## src/rtl/rvv_backend_uop_queue.sv

```systemverilog
// rvv_backend_uop_queue: multi-port first-word-fall-through uop FIFO between decode and dispatch
module rvv_backend_uop_queue #(
    parameter int DWIDTH = 32,
    parameter int DEPTH  = 16,
    parameter int NUM_WR = 4,
    parameter int NUM_RD = 2,
    parameter int CW     = $clog2(DEPTH+1)
) (
    input  logic                     clk,
    input  logic                     rst_n,
    input  logic [NUM_WR-1:0]        push,
    input  logic [NUM_WR*DWIDTH-1:0] datain,
    output logic                     full,
    output logic [NUM_WR-1:0]        almost_full,
    input  logic [NUM_RD-1:0]        pop,
    output logic [NUM_RD*DWIDTH-1:0] dataout,
    output logic                     empty,
    output logic [NUM_RD-1:0]        almost_empty,
    output logic [CW-1:0]            count
);
    localparam int AW = $clog2(DEPTH);

    logic [DWIDTH-1:0] mem_q [DEPTH];
    logic [DWIDTH-1:0] mem_d [DEPTH];
    logic [AW-1:0]     wptr_q, wptr_d, rptr_q, rptr_d;
    logic [CW-1:0]     cnt_q, cnt_d, nw, nr;
    logic [NUM_WR-1:0] wacc;
    logic [NUM_RD-1:0] racc;
    logic              ok_w, ok_r;

    assign count = cnt_q;

    // Flags and FWFT read data decode only from registered state
    always_comb begin
        full         = cnt_q == CW'(DEPTH);
        empty        = cnt_q == '0;
        almost_full  = '0;
        almost_empty = '0;
        dataout      = '0;
        for (int i = 0; i < NUM_WR; i++) almost_full[i] = (CW'(DEPTH) - cnt_q) < CW'(i+1);
        for (int i = 0; i < NUM_RD; i++) begin
            almost_empty[i]                 = cnt_q < CW'(i+1);
            dataout[i*DWIDTH +: DWIDTH]     = mem_q[rptr_q + AW'(i)];
        end
    end

    // Contiguous-prefix acceptance on both sides; pointer, count and memory next state
    always_comb begin
        mem_d = mem_q;
        ok_w  = 1'b1;
        ok_r  = 1'b1;
        nw    = '0;
        nr    = '0;
        wacc  = '0;
        racc  = '0;
        for (int k = 0; k < NUM_WR; k++) begin
            ok_w    = ok_w & push[k] & ~almost_full[k];
            wacc[k] = ok_w;
            nw      = nw + CW'(wacc[k]);
            if (wacc[k]) mem_d[wptr_q + AW'(k)] = datain[k*DWIDTH +: DWIDTH];
        end
        for (int k = 0; k < NUM_RD; k++) begin
            ok_r    = ok_r & pop[k] & ~almost_empty[k];
            racc[k] = ok_r;
            nr      = nr + CW'(racc[k]);
        end
        wptr_d = wptr_q + AW'(nw);
        rptr_d = rptr_q + AW'(nr);
        cnt_d  = cnt_q + nw - nr;
    end

    // State update; reset suppresses any write or read in the same cycle
    always_ff @(posedge clk) begin
        if (!rst_n) begin
            wptr_q <= '0;
            rptr_q <= '0;
            cnt_q  <= '0;
        end else begin
            wptr_q <= wptr_d;
            rptr_q <= rptr_d;
            cnt_q  <= cnt_d;
            mem_q  <= mem_d;
        end
    end
endmodule

```

## config.mk

```make
export PLATFORM = sky130hd
export DESIGN_NAME = rvv_backend_uop_queue
export DESIGN_NICKNAME = d
export VERILOG_FILES = /design/src/rtl/rvv_backend_uop_queue.sv
export SDC_FILE = /design/constraint.sdc
export NUM_CORES = 2
export LEC_CHECK = 0
export BUFFER_PORTS_ARGS = -buffer_cell sky130_fd_sc_hd__buf_2
export CORE_MARGIN = 4
export CORE_UTILIZATION = 38
export CTS_CLUSTER_SIZE = 8
export DETAILED_ROUTE_END_ITERATION = 6
export SLEW_MARGIN = 0
export SYNTH_ARGS = -nofsm -noshare
export SYNTH_HDL_FRONTEND = slang
export SYNTH_SLANG_ARGS = --single-unit
```

## constraint.sdc

```tcl
create_clock -name clk -period 6.05 [get_ports clk]
set_input_delay 0.3025 -clock clk [delete_from_list [all_inputs] [get_ports clk]]
set_output_delay 0.3025 -clock clk [all_outputs]
set_load 0.02 [all_outputs]
```

==> results.md <==
- Status: complete, but fails checks
- Failing checks: design-rule violations
- TritonCTS clock tree: done
- Worst R2R End: count[4]
- Worst Clk Skew: 53.1 ps
- Cell Rows: about 120
- Yosys warns: 0
- WP data required: 6570 ps
- Worst VDD drop: approximately 0.77 mV
- Register-to-Register Path Depth: 20
- Die X: roughly 350 um
- Skew-Pair Late Insertion Delay: 680 ps
- Hold WC Path Type: in2reg
- Nets: approximately 4800
- Reg clk slew, reported paths: roughly 50 ps
- DP HPWL: 133 mm
- RR Startpoint: count[0]
- GRT overflow: 0
- Drt first pass iters: 7
- Antenna-violating nets left: 0
- Routed wire length: 230 mm
- Final setup TNS: 0 ps
- Die H: approximately 350 um
- Max-cap violation count: 0
- Placed Cells: 6063
- Slew @ Worst Pin: approximately 1400 ps
- Routability cong.: 0.964
- Path type of the worst setup path: reg2reg
- Avg Vias per Cell: about 7.6
- Slew Limit Fails: 0
- Pwr Density: about 400 nW/um2
- RSZ-0062 raised after global routing: no
- Vias: ~47000
- I/O pin cnt: ~210
- Pin count of the biggest net entering global routing: 162
- Minimum clock period: just over 5000 ps
- Remaining DRCs: 18
- CP Launch Type: register
- Clk buf depth: 3
- Vias in the first global route: between 40000 and 50000
- Dominant cell type by area after synthesis: edfxtp_1
- P_leak: 16.8 nW
- Ys async rst share: 0%
- IO Port Bufs: about 210
- Synth Flop Type: edfxtp_1
- Yosys reg bits: 525
- Post-synthesis sequential area ratio: 35.8%
- Final period util: 84.4%
- Post-synth EDFFs: between 500 and 600
- Area grow syn2layout: 9.76%
- Commonest non-fill, non-tap cells in the layout: nand2_1 (574), o21ai_0 (565), edfxtp_1 (512)
- # hold bufs at CTS: 0
- H-tree levels: 3
- Initial Util: between 30% and 40%
- Syn nets: between 4000 and 5000
- Final hold viol count: 0
- Crit path capture type: register
- Worst Path Max Fanout: 11
- Final worst setup slack: between 900 and 1000 ps
- CTS buffer count: 76
- Slew margin rel.: under 10%
- Initial drt markers: roughly 8500
- Synth Instances: between 4000 and 5000
- CORE AREA: around 110000 um2
- # resized after CTS: 0
- Fin cells: roughly 6000
- Share of cells above drive strength 1: 17.8%
- Area share of the largest cell type after synthesis: between 30% and 40%
- R2R Setup Slk: about 940 ps
- CTS root buf: clkbuf_16
- Setup repair bufs after CTS: 0
- Die area: about 120000 um2
- Routed len/inst: 37.3 um
- Avg Cell Area, Syn: ~9 um2
- CP arrival: about 5600 ps
- Maximum operating frequency: between 150 and 200 MHz
- Critical path origin: count[0]
- Setup Viol. Count Final: 0
- Clk sinks: around 530
- Unique masters post-synth: 65
- Synth Cell Area: between 40000 and 50000 um2
- Initial antenna violation count: 23
- Area contributors post-synth: edfxtp_1 (35%), mux4_2 (12%), o21ai_0 (6.5%)
- Commonest non-fill, non-tap cell in the layout: nand2_1
- GRT Resource Usage Total: a little over a third
- Worst Setup EP: count[4]
- DP Worst Slack: roughly 1000 ps
- Global-route wire length before repair: approximately 320 mm
[final cells by class]
class	count	area [um2]
antenna	20	50.0
clock buffer	87	1960
clock inverter	8	113
fill	11200	66300
inverter	58	218
multi-input combinational	3618	25800
sequential	525	15600
tap	1512	1890
timing repair buffer	350	2220
[worst max-delay path, stage by stage, from the launching register on]
cell and delay (ps):
dfxtp_1 510, inv_1 80, ha_1 260, nand2b_1 110
nor2_1 60, ha_1 510, nand3b_1 110, a211o_1 310
nand3_1 90, buf_4 170, inv_1 230, fa_1 560
ha_1 230, xnor2_1 190, fa_1 530, inv_1 60
fa_1 400, a21o_1 200, a21oi_1 170, xor2_1 80
and2_1 150
[power breakdown]
group | switching [W] | internal (W) | leakage [nW] | total [W]
Sequential | 0.000634 | 0.00485 | 5.13 | 0.00548
Combinational | 0.00566 | 0.00394 | 10.7 | 0.00960
Clock | 0.00185 | 0.00228 | 1.01 | 0.00413
Total | 0.00814 | 0.0111 | 16.8 | 0.0192
[registers in the layout (all words and copies together), names as in the netlist]
name    cells
rptr_q      4
wptr_q      4
mem_q     512
count       5
[synthesized netlist by cell type (63+ instances only)]
cell type and instances:
clkbuf_1 529, mux4_2 224, a211oi_1 154, a31oi_1 160, nand2_1 586, and3_1 63
o21ai_0 565, mux2i_1 144, a221o_1 118, a21oi_1 248, a22oi_1 185, buf_1 67
o221ai_1 79, edfxtp_1 512, nor2_1 455
[cells by family (layout without fill, tap and decap cells)]
logic type	count (synthesis)	count (layout)	synth area share, %
multiplexers	401	401	15.7
flip-flops	525	525	35.8
adder cells (fa/ha/maj)	25	25	0.797
AO/OA/AOI/OAI	1924	1924	29.4
other	0	20	0
AND/OR/NAND/NOR	1250	1250	11.9
buffers and inverters	689	503	6.05
XOR/XNOR	18	18	0.361
[metrics by stage]
step           util, %  power, W  hold WS (ps)  instance area [um2]
3_3_place_gp      40.1    0.0147           620                45800
3_5_place_dp      40.1    0.0148           632                45800
5_1_grt           41.9    0.0198           182                47900
6_report          41.9    0.0192           172                47900
2_1_floorplan        -    0.0116           415                43600
4_1_cts           41.9    0.0189           150                47800
[per-layer routing]
metal	global-route usage [%]	wire, um	vias to the layer above
li1	-	-	18300
met1	45.8	79300	22400
met2	49.9	91700	4979
met3	15.9	39400	1232
met4	25.0	19500	9
met5	0.628	146	-
[how the worst min path moves through the flow]
stage                     start    endpoint  cells past startpoint  slack, ps
floorplan                 rst_n    mem_q[0]                      0        410
global placement     mem_q[126]  mem_q[126]                      2        620
detailed placement   mem_q[122]  mem_q[122]                      2        630
CTS                 datain[119]  mem_q[279]                      3        150
global route              rst_n  mem_q[104]                      1        180
finish              datain[119]   mem_q[23]                      3        170
Note: power is estimated with default switching activity, not from simulation.
